===== src/rtl/uart_ascii_pkg.sv =====
// Shared ASCII constants, hex-decoder result type and FSM state encoding
// for the UART command blocks.
package uart_ascii_pkg;

    localparam logic [7:0] ASCII_CR   = 8'h0D;
    localparam logic [7:0] ASCII_LF   = 8'h0A;
    localparam logic [7:0] ASCII_0    = 8'h30;
    localparam logic [7:0] ASCII_9    = 8'h39;
    localparam logic [7:0] ASCII_UC_A = 8'h41;
    localparam logic [7:0] ASCII_UC_F = 8'h46;
    localparam logic [7:0] ASCII_LC_A = 8'h61;
    localparam logic [7:0] ASCII_LC_F = 8'h66;

    // Command FSM encoding; the ECHO states exist only in echo builds.
    localparam logic [2:0] ST_IDLE    = 3'd0;
    localparam logic [2:0] ST_POP     = 3'd1;
    localparam logic [2:0] ST_PARSE   = 3'd2;
    localparam logic [2:0] ST_ECHO    = 3'd3;
    localparam logic [2:0] ST_ECHO_LF = 3'd4;

    typedef struct packed {
        logic       is_hex;
        logic [3:0] nibble;
    } hex_dec_t;

endpackage


===== src/rtl/uart_hex_cmd_if.sv =====
// UART FIFO handshake bundle between the uart block and a command consumer.
// master = consumer (pops rx, pushes tx); slave = the uart FIFO side.
interface uart_hex_cmd_if;

    logic       rx_empty;
    logic [7:0] r_data;
    logic       rd_uart;
    logic       tx_full;
    logic [7:0] w_data;
    logic       wr_uart;

    modport master (
        input  rx_empty, r_data, tx_full,
        output rd_uart, w_data, wr_uart
    );

    modport slave (
        output rx_empty, r_data, tx_full,
        input  rd_uart, w_data, wr_uart
    );

endinterface


===== src/rtl/hex_ascii_decode.sv =====
// Combinational ASCII byte -> {is_hex, nibble}. Accepts 0-9, A-F, a-f;
// anything else reports is_hex=0 with nibble 0.
module hex_ascii_decode
    import uart_ascii_pkg::*;
(
    input  logic [7:0] ch_in,
    output hex_dec_t   dec
);

    // Range-check the byte and map the letter ranges onto 10..15.
    always_comb begin
        dec = '0;
        if (ch_in >= ASCII_0 && ch_in <= ASCII_9) begin
            dec.is_hex = 1'b1;
            dec.nibble = ch_in[3:0];
        end else if ((ch_in >= ASCII_UC_A && ch_in <= ASCII_UC_F) ||
                     (ch_in >= ASCII_LC_A && ch_in <= ASCII_LC_F)) begin
            dec.is_hex = 1'b1;
            dec.nibble = ch_in[3:0] + 4'd9;
        end
    end

endmodule


===== src/rtl/uart_hex_cmd.sv =====
// uart_hex_cmd: pops bytes from the UART rx FIFO, parses ASCII hex lines
// terminated by CR into a DIGITS-wide value for the display path.
// Build option: define UART_HEX_CMD_ECHO_EN to echo every received byte
// (plus LF after CR) into the tx FIFO; otherwise wr_uart/w_data are tied 0.
module uart_hex_cmd
    import uart_ascii_pkg::*;
#(
    parameter int DIGITS = 2
) (
    input  logic                  clk,
    input  logic                  reset_n,
    uart_hex_cmd_if.master        uart,
    output logic [4*DIGITS-1:0]   value,
    output logic                  value_valid,
    output logic                  err
);

    localparam int VW = 4 * DIGITS;
    localparam int CW = $clog2(DIGITS + 1);
    localparam logic [CW-1:0] DIGITS_C = CW'(DIGITS);

    logic [2:0]    state_q, state_d;
    logic [7:0]    ch_q, ch_d;
    logic [VW-1:0] acc_q, acc_d;
    logic [CW-1:0] cnt_q, cnt_d;
    logic          discard_q, discard_d;
    logic [VW-1:0] value_q, value_d;
    logic          value_valid_q, value_valid_d;
    logic          err_q, err_d;
    logic          rd_uart_q, rd_uart_d;
`ifdef UART_HEX_CMD_ECHO_EN
    logic          wr_uart_q, wr_uart_d;
    logic [7:0]    w_data_q, w_data_d;
`endif

    hex_dec_t dec;

    hex_ascii_decode u_decode (
        .ch_in (ch_q),
        .dec   (dec)
    );

    // Next-state logic: one byte in flight, pulses default low every cycle.
    always_comb begin
        state_d       = state_q;
        ch_d          = ch_q;
        acc_d         = acc_q;
        cnt_d         = cnt_q;
        discard_d     = discard_q;
        value_d       = value_q;
        value_valid_d = 1'b0;
        err_d         = 1'b0;
        rd_uart_d     = 1'b0;
`ifdef UART_HEX_CMD_ECHO_EN
        wr_uart_d     = 1'b0;
        w_data_d      = w_data_q;
`endif
        case (state_q)
            ST_IDLE: begin
                if (!uart.rx_empty) begin
                    rd_uart_d = 1'b1;
                    state_d   = ST_POP;
                end
            end
            ST_POP: begin
                ch_d    = uart.r_data;
                state_d = ST_PARSE;
            end
            ST_PARSE: begin
                if (ch_q == ASCII_CR) begin
                    if (!discard_q && cnt_q != '0) begin
                        value_d       = acc_q;
                        value_valid_d = 1'b1;
                    end
                    acc_d     = '0;
                    cnt_d     = '0;
                    discard_d = 1'b0;
                end else if (ch_q == ASCII_LF) begin
                    acc_d = acc_q;
                end else if (dec.is_hex) begin
                    if (!discard_q) begin
                        if (cnt_q < DIGITS_C) begin
                            acc_d = (acc_q << 4) | VW'(dec.nibble);
                            cnt_d = cnt_q + CW'(1);
                        end else begin
                            err_d     = 1'b1;
                            discard_d = 1'b1;
                        end
                    end
                end else if (!discard_q) begin
                    err_d     = 1'b1;
                    discard_d = 1'b1;
                end
`ifdef UART_HEX_CMD_ECHO_EN
                state_d = ST_ECHO;
`else
                state_d = ST_IDLE;
`endif
            end
`ifdef UART_HEX_CMD_ECHO_EN
            ST_ECHO: begin
                if (!uart.tx_full && !wr_uart_q) begin
                    wr_uart_d = 1'b1;
                    w_data_d  = ch_q;
                    state_d   = (ch_q == ASCII_CR) ? ST_ECHO_LF : ST_IDLE;
                end
            end
            ST_ECHO_LF: begin
                if (!uart.tx_full && !wr_uart_q) begin
                    wr_uart_d = 1'b1;
                    w_data_d  = ASCII_LF;
                    state_d   = ST_IDLE;
                end
            end
`endif
            default: state_d = ST_IDLE;
        endcase
    end

    // State and registered outputs; reset drops any partial line.
    always_ff @(posedge clk or negedge reset_n) begin
        if (!reset_n) begin
            state_q       <= ST_IDLE;
            ch_q          <= '0;
            acc_q         <= '0;
            cnt_q         <= '0;
            discard_q     <= 1'b0;
            value_q       <= '0;
            value_valid_q <= 1'b0;
            err_q         <= 1'b0;
            rd_uart_q     <= 1'b0;
`ifdef UART_HEX_CMD_ECHO_EN
            wr_uart_q     <= 1'b0;
            w_data_q      <= '0;
`endif
        end else begin
            state_q       <= state_d;
            ch_q          <= ch_d;
            acc_q         <= acc_d;
            cnt_q         <= cnt_d;
            discard_q     <= discard_d;
            value_q       <= value_d;
            value_valid_q <= value_valid_d;
            err_q         <= err_d;
            rd_uart_q     <= rd_uart_d;
`ifdef UART_HEX_CMD_ECHO_EN
            wr_uart_q     <= wr_uart_d;
            w_data_q      <= w_data_d;
`endif
        end
    end

    assign value        = value_q;
    assign value_valid  = value_valid_q;
    assign err          = err_q;
    assign uart.rd_uart = rd_uart_q;
`ifdef UART_HEX_CMD_ECHO_EN
    assign uart.wr_uart = wr_uart_q;
    assign uart.w_data  = w_data_q;
`else
    logic unused_tx_full;
    assign unused_tx_full = uart.tx_full;
    assign uart.wr_uart   = 1'b0;
    assign uart.w_data    = 8'h00;
`endif

endmodule


===== src/flat_wrapper.sv =====
// flat-port wrapper written by rule: the top's interface ports become plain ports
module uart_hex_cmd_flat import uart_ascii_pkg::*;
#(
    parameter int DIGITS = 2
)
  (clk, reset_n, value, value_valid, err, uart_rx_empty, uart_r_data, uart_tx_full, uart_rd_uart, uart_w_data, uart_wr_uart);
  uart_hex_cmd_if uart_i ();
  input  logic clk;
  input  logic reset_n;
  output logic [4*DIGITS-1:0] value;
  output logic value_valid;
  output logic err;
  input wire logic [$bits(uart_i.rx_empty)-1:0] uart_rx_empty;
  input wire logic [$bits(uart_i.r_data)-1:0] uart_r_data;
  input wire logic [$bits(uart_i.tx_full)-1:0] uart_tx_full;
  output wire logic [$bits(uart_i.rd_uart)-1:0] uart_rd_uart;
  output wire logic [$bits(uart_i.w_data)-1:0] uart_w_data;
  output wire logic [$bits(uart_i.wr_uart)-1:0] uart_wr_uart;
  assign uart_i.rx_empty = uart_rx_empty;
  assign uart_i.r_data = uart_r_data;
  assign uart_i.tx_full = uart_tx_full;
  assign uart_rd_uart = uart_i.rd_uart;
  assign uart_w_data = uart_i.w_data;
  assign uart_wr_uart = uart_i.wr_uart;
  uart_hex_cmd #(.DIGITS(DIGITS)) u_core (.clk(clk), .reset_n(reset_n), .uart(uart_i), .value(value), .value_valid(value_valid), .err(err));
endmodule

===== config.mk =====
export PLATFORM = sky130hd
export DESIGN_NAME = uart_hex_cmd_flat
export DESIGN_NICKNAME = d
export VERILOG_FILES = /design/src/rtl/uart_ascii_pkg.sv /design/src/rtl/uart_hex_cmd_if.sv /design/src/rtl/hex_ascii_decode.sv /design/src/rtl/uart_hex_cmd.sv /design/src/flat_wrapper.sv
export SDC_FILE = /design/constraint.sdc
export NUM_CORES = 1
export LEC_CHECK = 0
export ABC_AREA = 1
export ABC_CLOCK_PERIOD_IN_PS = 1800
export BUFFER_PORTS_ARGS = -buffer_cell sky130_fd_sc_hd__buf_2
export CELL_PAD_IN_SITES_DETAIL_PLACEMENT = 1
export CELL_PAD_IN_SITES_GLOBAL_PLACEMENT = 1
export CORE_MARGIN = 4
export CORE_UTILIZATION = 30
export CTS_CLUSTER_SIZE = 14
export DETAILED_ROUTE_END_ITERATION = 10
export GPL_ROUTABILITY_DRIVEN = 0
export PLACE_DENSITY_LB_ADDON = 0.1
export SYNTH_ARGS = -nofsm -noshare
export SYNTH_HDL_FRONTEND = slang
export SYNTH_SLANG_ARGS = --single-unit

===== constraint.sdc =====
create_clock -name clk -period 1.8 [get_ports clk]
set_input_delay 0.36 -clock clk [delete_from_list [all_inputs] [get_ports clk]]
set_output_delay 0.36 -clock clk [all_outputs]
set_load 0.01 [all_outputs]

==> summary.md <==
| Metric | Value |
|---|---|
| Vias | 1240 |
| Layout Cells excl Fill | 284 |
| Setup slack after layout | 0.187 ns |
| CP Capture Type | flip-flop |
| Worst EP arrival | 1.79 ns |
| Max-Cap Viols | 0 |
| Io pins | 32 |
| Diodes inserted | 0 |
| Clk sinks | 32 |
| RSZ-0062 raised after global routing | false |
| Gate Count Post-Synth | 185 |
| Capturing point of the worst reg2reg path | u_core.acc_q[2] |
| Final hold violation count | 0 |
| Final period util | 89.6% |
| Critical Path Start Type | flip-flop |
| Crit-path cells | inv_1 -> ha_1 -> inv_1 -> nor2_2 -> nand3_2 -> inv_2 -> nand2_1 -> nand3_1 -> nand2_1 |
| Synth cell count leaders | nand2_1, dfrtp_1, nand3_1 |
| DR DRC count | 0 |
| Final setup TNS | 0 ns |
| Setup CP Type | flip-flop to flip-flop |
| Maximum buffer depth of the clock tree | 2 |
| Remaining antenna violation count after routing | 0 |
| Worst r2r src | u_core.ch_q[1] |
| Flops & latches, synth | 32 |
| Grt total ovfl | 0 |
| Design area | 1900 µm² |
| Worst path bufs/invs | 3 |
| Placed cell areas | 1770 µm² |
| Core Util, Final | 36.8% |
| Vias in the first global route | 1277 |
| Fillers | 614 |
| Die Span X | 81.6 µm |
| Pleak | 1.01 nW |
| Total GRT Usage | 12.1% |
| Largest net degree at the start of global routing | 33 |
| Worst-Margin Slew | 0.718 ns |
| Worst-skew pair later-pin latency | 0.28 ns |
| P&R area growth vs syn | 17.3% |
| Post-synth top area share | 49.3% |
| Max stage delay on crit path | 0.37 ns |
| Clock root cell | clkbuf_8 |
| Die Ht | 81.6 µm |
| Async SR Flop Fraction | 100% |
| Synth top area cells | dfrtp_1, nand2_1, nand3_1 |
| Pre-CTS setup slack | 0.0851 ns |
| Worst Path Max Fanout | 11 |
| Crit path time final | 1.61 ns |
| Slew HR | 52.2% |
| Final #Nets | 230 |
| Die ar. | 6650 µm² |
| Post-synthesis average cell area | 8.78 µm² |
| Family with the most delay on the worst path | simple AND/OR/NAND/NOR gates |
| First-pass GRT wire length | 6070 µm |
| Reg clk slew, reported paths | 0.07 ns |
| Fin. max-slew vios | 0 |
| Maximum vdd drop | 430 µV |
| # rows | 26 |
| CTS Buf Count | 5 |
| Placed Cells | 274 |
| WHS | 0.130 ns |
| Worst hold path class | primary input to async pin |
| Top-count cell post-synth | nand2_1 |
| Ys Warns | 0 |
| Critical path depth in cells | 9 |
| Layout cells sized above 1 | 24.8% |
| R2r setup slk | 0.19 ns |
| Antenna violations before repair | 0 |
| DRT Pass-1 Iters | 4 |
| Yosys top cell by area | dfrtp_1 |
| Unique masters post-synth | 24 |
| Routed WL | 3500 µm |
| Top FF cell, synth | dfrtp_1 |
| Floorplan Core Area | 5170 µm² |
| Initial core utilization | 31.4% |
| Per-cell routed wire length | 12.3 µm |
| Final setup violation count | 0 |
| PortBufs | 21 |
| Critical Path RT | 1.97 ns |
| Reg2Reg Depth | 9 |
| Clock Skews | 0.00524 ns |
| Outcome | finished, final reports clean |
| Fmax | 620 MHz |
| Sequential area share after synthesis | 49.3% |
| Post-synth EDFFs | 0 |
| Critical path's slowest cell | dfrtp_1 |
| DR iter-0 viols | 26 |
| H-Tree Level Count | 2 |
| Post-DP HPWL | 2570 µm |
| Power Total | 2.21 mW |
| CTS tree | done |
| Vias/cell | 4.37 |
| Power per cell area | 1160 nW/µm² |
| Mapped Area | 1620 µm² |
-- report_power, final --
group	total [mW]	switching [mW]	internal, mW	leakage (nW)
Combinational	0.566	0.369	0.198	0.534
Clock	0.678	0.268	0.411	0.0552
Sequential	0.966	0.126	0.841	0.425
Total	2.21	0.762	1.45	1.01
-- repair_timing --
item,CTS,global route
endpoints found under the setup margin,0,11
gates resized for setup,0,2
hold buffers,0,0
setup buffers,0,1
-- cell type report --
cell class / count / area [µm²] / area share [%]
timing repair buffer: 23 / 120 / 6.31
clock inverter: 2 / 35.0 / 1.84
multi-input combinational: 136 / 729 / 38.3
sequential: 32 / 802 / 42.1
tap: 70 / 87.6 / 4.60
inverter: 15 / 57.6 / 3.02
clock buffer: 6 / 72.6 / 3.81
-- cells in the final DEF, fill, tap and decap left out, drive strengths merged --
cell	Yosys	layout
nand2	62	62
dfrtp	32	32
nand3	26	27
buf	11	23
inv	14	14
nor2	13	13
o21ai	11	11
conb	1	9
clkbuf	0	6
ha	5	5
nor3	3	3
a21oi	3	3
clkinv	1	2
nand4	2	2
or2	1	1
bufinv	0	1
-- worst max-delay path by stage --
stage	start	end	slack [ns]
finish	u_core.ch_q[1]	u_core.acc_q[2]	0.19
global route	u_core.ch_q[1]	u_core.acc_q[0]	0.02
CTS	u_core.ch_q[0]	u_core.acc_q[0]	0.07
detailed placement	u_core.ch_q[0]	u_core.acc_q[0]	0.09
global placement	u_core.ch_q[0]	u_core.acc_q[0]	0.15
floorplan	u_core.ch_q[0]	u_core.acc_q[0]	0.33
-- flip-flops by register name, indices dropped and copies added (netlist names) --
name,flops
u_core.acc_q,8
u_core.ch_q,8
u_core.cnt_q,2
u_core.discard_q,1
u_core.err,1
u_core.state_q,2
u_core.uart.rd_uart,1
u_core.value,8
u_core.value_valid,1
-- metal layers --
| metal | up-vias | part of all wire [%] | global-route usage (%) |
|---|---|---|---|
| met1 | 574 | 42 | 13.6 |
| met5 | - | 0 | 0 |
| met4 | 0 | 1.7 | 4.49 |
| li1 | 634 | - | - |
| met3 | 6 | 4.8 | 3.73 |
| met2 | 26 | 52 | 21.3 |
-- cells by family after synthesis --
kind of cell | synth area share, %
other cells | 0.231
flops | 49.3
buf+inv | 8.70
compound gates | 5.24
simple gates | 32.7
fa+ha+maj | 3.85
Power figures use the tool's default switching activity.
